File: config.mk
export PLATFORM = sky130hd
export DESIGN_NAME = maze_agent_controller
export DESIGN_NICKNAME = d
export VERILOG_FILES = /design/src/rtl/maze_pkg.sv /design/src/rtl/maze_turn_select.sv /design/src/rtl/maze_agent_controller.sv
export SDC_FILE = /design/constraint.sdc
export NUM_CORES = 1
export LEC_CHECK = 0
export CELL_PAD_IN_SITES_DETAIL_PLACEMENT = 1
export CELL_PAD_IN_SITES_GLOBAL_PLACEMENT = 1
export CORE_ASPECT_RATIO = 1.25
export CORE_MARGIN = 2
export CORE_UTILIZATION = 38
export DETAILED_ROUTE_END_ITERATION = 12
export HOLD_SLACK_MARGIN = 0.08
export PLACE_DENSITY = 0.84
export SYNTH_ARGS = -nofsm -noshare
export SYNTH_HDL_FRONTEND = slang
export SYNTH_HIERARCHICAL = 1
export SYNTH_SLANG_ARGS = --single-unit
File: constraint.sdc
create_clock -name clk -period 3.9 [get_ports clk]
set_input_delay 0.585 -clock clk [delete_from_list [all_inputs] [get_ports clk]]
set_output_delay 0.585 -clock clk [all_outputs]
set_load 0.01 [all_outputs]
File: src/rtl/maze_pkg.sv
// maze_pkg: definitions shared by the maze path-finder blocks.
//   - direction one-hot codes, also used by the window/node-state datapath
//   - mode codes for the agent controller
//   - agent FSM state encoding, visible on the agent_state debug output
//   - heading rotation helpers

package maze_pkg;

    // One-hot headings: bit 3 south (+y), bit 2 west (-x), bit 1 north (-y), bit 0 east (+x)
    localparam logic [3:0] DIR_S = 4'b1000;
    localparam logic [3:0] DIR_W = 4'b0100;
    localparam logic [3:0] DIR_N = 4'b0010;
    localparam logic [3:0] DIR_E = 4'b0001;

    localparam logic [1:0] MODE_PAUSE   = 2'b00;
    localparam logic [1:0] MODE_RUN     = 2'b01;
    localparam logic [1:0] MODE_STEP    = 2'b10;
    localparam logic [1:0] MODE_RESTART = 2'b11;

    typedef enum logic [2:0] {
        ST_IDLE   = 3'd0,
        ST_ARMED  = 3'd1,
        ST_SCAN   = 3'd2,
        ST_DECIDE = 3'd3,
        ST_COMMIT = 3'd4,
        ST_DONE   = 3'd5,
        ST_ERROR  = 3'd6
    } agent_state_t;

    // Clockwise when seen from above: S -> W -> N -> E -> S
    function automatic logic [3:0] rot_right(input logic [3:0] d);
        return {d[0], d[3:1]};
    endfunction

    function automatic logic [3:0] rot_left(input logic [3:0] d);
        return {d[2:0], d[3]};
    endfunction

    function automatic logic [3:0] rot_back(input logic [3:0] d);
        return {d[1:0], d[3:2]};
    endfunction

endpackage

File: src/rtl/maze_turn_select.sv
// maze_turn_select: right-hand wall-following turn choice.
//   i_dir       current one-hot heading
//   i_open_dirs openings at the probe pose (same one-hot encoding)
//   o_next_dir  heading to take: right, else straight, else left, else back
// Purely combinational. Back is taken whenever nothing else is open,
// including when no opening is reported at all.

module maze_turn_select
    import maze_pkg::*;
(
    input  logic [3:0] i_dir,
    input  logic [3:0] i_open_dirs,
    output logic [3:0] o_next_dir
);

    logic [3:0] w_right;
    logic [3:0] w_left;
    logic [3:0] w_back;

    assign w_right = rot_right(i_dir);
    assign w_left  = rot_left(i_dir);
    assign w_back  = rot_back(i_dir);

    always_comb begin
        o_next_dir = w_back;
        if ((i_open_dirs & w_right) != 4'b0000) begin
            o_next_dir = w_right;
        end else if ((i_open_dirs & i_dir) != 4'b0000) begin
            o_next_dir = i_dir;
        end else if ((i_open_dirs & w_left) != 4'b0000) begin
            o_next_dir = w_left;
        end
    end

endmodule

File: src/rtl/maze_agent_controller.sv
// maze_agent_controller: steps the maze agent one node per video frame.
// Inputs:
//   clk, reset (sync, active-high), mode (00 pause, 01 run, 10 single-step,
//   11 restart), video_frame_valid (frame envelope), start_valid/start_x/
//   start_y (start pose), probe_valid/open_dirs (datapath result).
// Outputs (all registered):
//   probe_x/probe_y (pose to evaluate), dir (one-hot heading),
//   agent_state (FSM code), step_count, done (sticky), error (sticky).
// Handshake: start_valid and probe_valid are one-cycle strobes with no
// ready/back-pressure; a strobe is consumed only in the state that expects
// it (IDLE for start, SCAN for probe) and silently dropped elsewhere.

module maze_agent_controller
    import maze_pkg::*;
#(
    parameter int STEP      = 18,
    parameter int IMG_W     = 702,
    parameter int IMG_H     = 288,
    parameter int MARGIN    = 16,
    parameter int MAX_STEPS = 1023
)(
    input  logic       clk,
    input  logic       reset,
    input  logic [1:0] mode,
    input  logic       video_frame_valid,
    input  logic       start_valid,
    input  logic [9:0] start_x,
    input  logic [9:0] start_y,
    input  logic       probe_valid,
    input  logic [3:0] open_dirs,
    output logic [9:0] probe_x,
    output logic [9:0] probe_y,
    output logic [3:0] dir,
    output logic [2:0] agent_state,
    output logic [9:0] step_count,
    output logic       done,
    output logic       error
);

    // Candidate pose is formed with headroom and sign so that underflow
    // below zero is seen as out of range rather than wrapping.
    localparam logic signed [11:0] L_STEP   = 12'(STEP);
    localparam logic signed [11:0] L_MARGIN = 12'(MARGIN);
    localparam logic signed [11:0] L_XMAX   = 12'(IMG_W - 1 - MARGIN);
    localparam logic signed [11:0] L_YMAX   = 12'(IMG_H - 1 - MARGIN);
    localparam logic [9:0]         L_MAXST  = 10'(MAX_STEPS);

    agent_state_t r_state, w_state_nxt;
    logic       r_vfv_z;
    logic [9:0] r_x, w_x_nxt;
    logic [9:0] r_y, w_y_nxt;
    logic [3:0] r_dir, w_dir_nxt;
    logic [9:0] r_steps, w_steps_nxt;
    logic       r_done, w_done_nxt;
    logic       r_error, w_error_nxt;
    logic       r_miss, w_miss_nxt;       // one frame already ended without a probe
    logic       r_hold, w_hold_nxt;       // single-step: park in SCAN until mode leaves 10
    logic [3:0] r_open, w_open_nxt;
    logic [3:0] r_next_dir, w_next_dir_nxt;

    logic              w_frame_end;
    logic              w_active;
    logic [3:0]        w_turn_dir;
    logic signed [11:0] w_cx;
    logic signed [11:0] w_cy;
    logic              w_in_range;
    logic              w_exit;
    logic [9:0]        w_steps_inc;

    assign w_frame_end = r_vfv_z & ~video_frame_valid;
    assign w_active    = (mode != MODE_PAUSE);
    assign w_steps_inc = r_steps + 10'd1;

    maze_turn_select u_turn (
        .i_dir       (r_dir),
        .i_open_dirs (r_open),
        .o_next_dir  (w_turn_dir)
    );

    always_comb begin
        w_cx = $signed({2'b00, r_x});
        w_cy = $signed({2'b00, r_y});
        case (r_next_dir)
            DIR_S:   w_cy = w_cy + L_STEP;
            DIR_N:   w_cy = w_cy - L_STEP;
            DIR_E:   w_cx = w_cx + L_STEP;
            DIR_W:   w_cx = w_cx - L_STEP;
            default: ;
        endcase
    end

    assign w_in_range = (w_cx >= L_MARGIN) && (w_cx <= L_XMAX) &&
                        (w_cy >= L_MARGIN) && (w_cy <= L_YMAX);
    // Leaving through the bottom edge is the exit, not a fault
    assign w_exit     = (r_next_dir == DIR_S) && (w_cy > L_YMAX);

    always_comb begin
        w_state_nxt    = r_state;
        w_x_nxt        = r_x;
        w_y_nxt        = r_y;
        w_dir_nxt      = r_dir;
        w_steps_nxt    = r_steps;
        w_done_nxt     = r_done;
        w_error_nxt    = r_error;
        w_miss_nxt     = r_miss;
        w_hold_nxt     = r_hold;
        w_open_nxt     = r_open;
        w_next_dir_nxt = r_next_dir;

        case (r_state)
            ST_IDLE: begin
                if (start_valid) begin
                    w_x_nxt     = start_x;
                    w_y_nxt     = start_y;
                    w_dir_nxt   = DIR_S;
                    w_steps_nxt = 10'd0;
                    w_miss_nxt  = 1'b0;
                    w_state_nxt = ST_ARMED;
                end
            end
            ST_ARMED: begin
                if (w_frame_end) w_state_nxt = ST_SCAN;
            end
            ST_SCAN: begin
                if (r_hold) begin
                    if (mode != MODE_STEP) w_hold_nxt = 1'b0;
                end else if (probe_valid && w_active) begin
                    // A probe coinciding with a frame end wins; commit waits a frame
                    w_open_nxt  = open_dirs;
                    w_miss_nxt  = 1'b0;
                    w_state_nxt = ST_DECIDE;
                end else if (w_frame_end && w_active) begin
                    if (r_miss) begin
                        w_error_nxt = 1'b1;
                        w_state_nxt = ST_ERROR;
                    end else begin
                        w_miss_nxt = 1'b1;
                    end
                end
            end
            ST_DECIDE: begin
                w_next_dir_nxt = w_turn_dir;
                w_state_nxt    = ST_COMMIT;
            end
            ST_COMMIT: begin
                if (w_frame_end && w_active) begin
                    if (w_exit) begin
                        w_x_nxt     = w_cx[9:0];
                        w_y_nxt     = w_cy[9:0];
                        w_dir_nxt   = r_next_dir;
                        w_steps_nxt = w_steps_inc;
                        w_done_nxt  = 1'b1;
                        w_state_nxt = ST_DONE;
                    end else if (!w_in_range) begin
                        w_error_nxt = 1'b1;
                        w_state_nxt = ST_ERROR;
                    end else begin
                        w_x_nxt     = w_cx[9:0];
                        w_y_nxt     = w_cy[9:0];
                        w_dir_nxt   = r_next_dir;
                        w_steps_nxt = w_steps_inc;
                        if (w_steps_inc == L_MAXST) begin
                            w_error_nxt = 1'b1;
                            w_state_nxt = ST_ERROR;
                        end else begin
                            w_hold_nxt  = (mode == MODE_STEP);
                            w_state_nxt = ST_SCAN;
                        end
                    end
                end
            end
            ST_DONE:  ;
            ST_ERROR: ;
            default:  w_state_nxt = ST_IDLE;
        endcase
    end

    always_ff @(posedge clk) begin
        if (reset) r_vfv_z <= 1'b0;
        else       r_vfv_z <= video_frame_valid;
    end

    always_ff @(posedge clk) begin
        if (reset || mode == MODE_RESTART) begin
            r_state    <= ST_IDLE;
            r_x        <= 10'd0;
            r_y        <= 10'd0;
            r_dir      <= DIR_S;
            r_steps    <= 10'd0;
            r_done     <= 1'b0;
            r_error    <= 1'b0;
            r_miss     <= 1'b0;
            r_hold     <= 1'b0;
            r_open     <= 4'b0000;
            r_next_dir <= DIR_S;
        end else begin
            r_state    <= w_state_nxt;
            r_x        <= w_x_nxt;
            r_y        <= w_y_nxt;
            r_dir      <= w_dir_nxt;
            r_steps    <= w_steps_nxt;
            r_done     <= w_done_nxt;
            r_error    <= w_error_nxt;
            r_miss     <= w_miss_nxt;
            r_hold     <= w_hold_nxt;
            r_open     <= w_open_nxt;
            r_next_dir <= w_next_dir_nxt;
        end
    end

    assign probe_x     = r_x;
    assign probe_y     = r_y;
    assign dir         = r_dir;
    assign agent_state = r_state;
    assign step_count  = r_steps;
    assign done        = r_done;
    assign error       = r_error;

endmodule
==> impl_metrics.json <==
{
  "status": "complete, no violations",
  "timing.final.ws_setup_ns": 0.274,
  "antenna_cells": 0,
  "ctsRootBufferMaster": "clkbuf_16",
  "cts_resized": 0,
  "crit_path_end_kind": "flip-flop",
  "fp.dieH_um": 119,
  "cp_num_buf_inv": 1,
  "dp_hpwl_mm": 10.0,
  "core_area_um2": 10200,
  "startpoint_type": "flip-flop",
  "path_max_fanout": 16,
  "die_w_um": 95.9,
  "nNetsFinal": 603,
  "path_clk_slew_ns": 0.07,
  "cp_data_arrival_time_ns": 3.78,
  "hp-class": "reg -> reg",
  "vdd_drop_max_v": 0.000192,
  "min_period_ns": 3.63,
  "syn_nets": 558,
  "h-tree-depth": 2,
  "r2r_start": "r_next_dir[2]",
  "crit_start": "r_next_dir[2]",
  "routed_via_density": 6.33,
  "vias": 4401,
  "ios": 70,
  "path_depth": 9,
  "crit_chain": "or4b_1, a2111oi_2, o21a_1, o211ai_1, o31a_1, o2111a_1, buf_4, o311ai_0, o32ai_1",
  "maxSlewHeadroom": 0.346,
  "timing_worst_setup_path_type": "reg -> reg",
  "syn_area_per_cell_um2": 7.70,
  "synth_ff_type": "dfxtp_1",
  "synth_edf_count": 0,
  "ys_ff_latch": 50,
  "post_drt_wl_per_cell_um": 19.4,
  "critPathSlowestCell": "or4b_1",
  "path_delay_family": "compound AO/OA/AOI/OAI gates",
  "postRouteWirelength_mm": 13.5,
  "worst_pin_slew_ns": 0.981,
  "cts_buffers": 5,
  "num_rows": 41,
  "cts_buffer_depth": 2,
  "cts_tree": "done",
  "area_delta_synth_final_pct": 21.6,
  "power.density_nw_per_um2": 301,
  "netlist_area_um2": 4010,
  "insertion_delay_ns": 0.29,
  "maxCapViolCount": 0,
  "grtUsageTotal": 0.239,
  "rsz0062_at_grt": "false",
  "clkSinkCount": 50,
  "r2r_cells": 9,
  "grt_pass1_wl_mm": 22.2,
  "grt_pass1_vias": 4454,
  "finalHoldViolations": 0,
  "fin_crit_sh": 0.930,
  "final_antenna_net_count": 0,
  "synth_cell_types": 77,
  "synth_warnings": 6,
  "setup_tns_ns": 0,
  "drive_above_1_share": 0.0813,
  "floorplan.die_area_um2": 11400,
  "first_iter_violations": 242,
  "dp_slack_ns": 0.196,
  "setup_violations": 0,
  "async_flop_share": 0,
  "yosysSeqAreaShare": 0.250,
  "post_cts_buffers": 0,
  "synth_cells": 521,
  "gr-total-overflow": 0,
  "ctsHoldBuffers": 0,
  "crit_end": "probe_y[5]",
  "worstReg2RegEnd": "probe_y[5]",
  "gp_congestion": 0.893,
  "antenna_found_initial": 0,
  "required_ns": 4.05,
  "max_freq_mhz": 276,
  "drc": 0,
  "skew_ns": 0.00910,
  "port_buffers": 69,
  "max_stage_delay_ns": 0.64,
  "grt_max_degree": 35,
  "drt_pass1_iterations": 4,
  "reg2reg_slack_ns": 0.27,
  "leakage_uw": 0.00175,
  "start_util": 0.393,
  "slew_viol_final": 0
}
[placed cells by master (no fill, tap or decap), types with 5 or more instances in the layout]
cell type	synthesis	final
nor3_1	22	22
clkdlybuf4s50_1	0	69
buf_4	1	16
xnor2_1	8	8
o211ai_1	12	12
clkbuf_16	0	5
o221ai_1	5	5
nor2b_1	7	7
o2111ai_1	6	6
ha_1	6	6
and3_1	7	7
mux2i_1	10	10
o31a_1	5	5
o21a_1	8	8
a211o_1	5	5
nand2_1	39	39
nor2_1	50	50
nand3_1	15	15
o31ai_1	14	14
a211oi_1	11	11
dfxtp_1	50	50
a21oi_1	30	30
inv_1	26	26
o21ai_0	17	17
a31oi_1	10	10
a32o_1	19	19
[metal layers]
metal | share of wire | GRT usage
met5 | 0 | 0
met4 | 0.014 | 0.0536
met3 | 0.044 | 0.0259
met2 | 0.51 | 0.410
met1 | 0.43 | 0.318
[cell usage after synthesis (all sizes together), types with 8 or more instances]
| master | instances | area share |
|---|---|---|
| dfxtp | 50 | 0.25 |
| nor2 | 50 | 0.047 |
| nand2 | 39 | 0.036 |
| clkbuf | 33 | 0.033 |
| a21oi | 30 | 0.037 |
| inv | 27 | 0.025 |
| nor3 | 22 | 0.027 |
| a32o | 19 | 0.047 |
| o21ai | 18 | 0.022 |
| nand3 | 15 | 0.019 |
| o31ai | 15 | 0.032 |
| buf | 14 | 0.027 |
| o211ai | 12 | 0.022 |
| a211oi | 11 | 0.021 |
| a31oi | 10 | 0.016 |
| mux2i | 10 | 0.025 |
| o21a | 8 | 0.015 |
| xnor2 | 8 | 0.017 |
[worst reg2reg max path, delay by kind of cell, from the launching register on]
family	cells	cell delay (ns)
buffers and inverters	1	0.21
and+or+nand+nor	1	0.65
DFF	1	0.62
AOI/OAI and AO/OA	7	2.02
[how the worst min path moves through the flow]
stage | slack (ns) | from | end | cells past startpoint
floorplan | 0.48 | r_open[3] | r_open[3] | 2
global placement | 0.45 | probe_y[0] | probe_y[0] | 2
detailed placement | 0.45 | probe_y[0] | probe_y[0] | 2
CTS | 0.46 | probe_y[0] | probe_y[0] | 2
global route | 0.48 | probe_y[0] | probe_y[0] | 2
finish | 0.46 | probe_y[0] | probe_y[0] | 2
[flip-flops by register name, indices dropped and copies added (netlist names), 3 cells and up]
name / count
r_next_dir: 4
agent_state: 3
step_count: 10
probe_y: 10
r_open: 4
dir: 4
probe_x: 10
[where the power goes]
| group | total (µW) | internal, µW | switching (µW) |
|---|---|---|---|
| registers | 595 | 534 | 60.9 |
| clock network | 432 | 233 | 199 |
| logic | 440 | 187 | 253 |
| total | 1470 | 954 | 513 |
[metrics by stage]
stage | hold WS [ns] | power, µW | area, µm² | std cells | utilization
after floorplan | 0.480 | 869 | 4010 | 521 | -
after global placement | 0.447 | 1020 | 4740 | 688 | 0.464
after detailed placement | 0.450 | 1040 | 4740 | 688 | 0.464
after CTS | 0.458 | 1470 | 4880 | 695 | 0.478
after global routing | 0.485 | 1540 | 4880 | 695 | 0.478
final | 0.456 | 1470 | 4880 | 695 | 0.478
[logic make-up after synthesis]
kind of cell	Yosys count	share of synthesized area
AND/OR/NAND/NOR	178	0.226
flip-flops	50	0.250
adder cells (fa/ha/maj)	6	0.0187
AO/OA/AOI/OAI	194	0.376
XOR/XNOR	9	0.0197
buffers and inverters	74	0.0858
multiplexers	10	0.0250
[layout make-up]
type | instances | area (µm²)
fill | 1280 | 5330
multi-input combinational | 397 | 2670
sequential | 50 | 1000
timing repair buffer | 85 | 811
tap | 129 | 161
clock buffer | 5 | 125
inverter | 27 | 101
clock inverter | 2 | 10.0
Note: power is estimated with default switching activity, not from simulation.
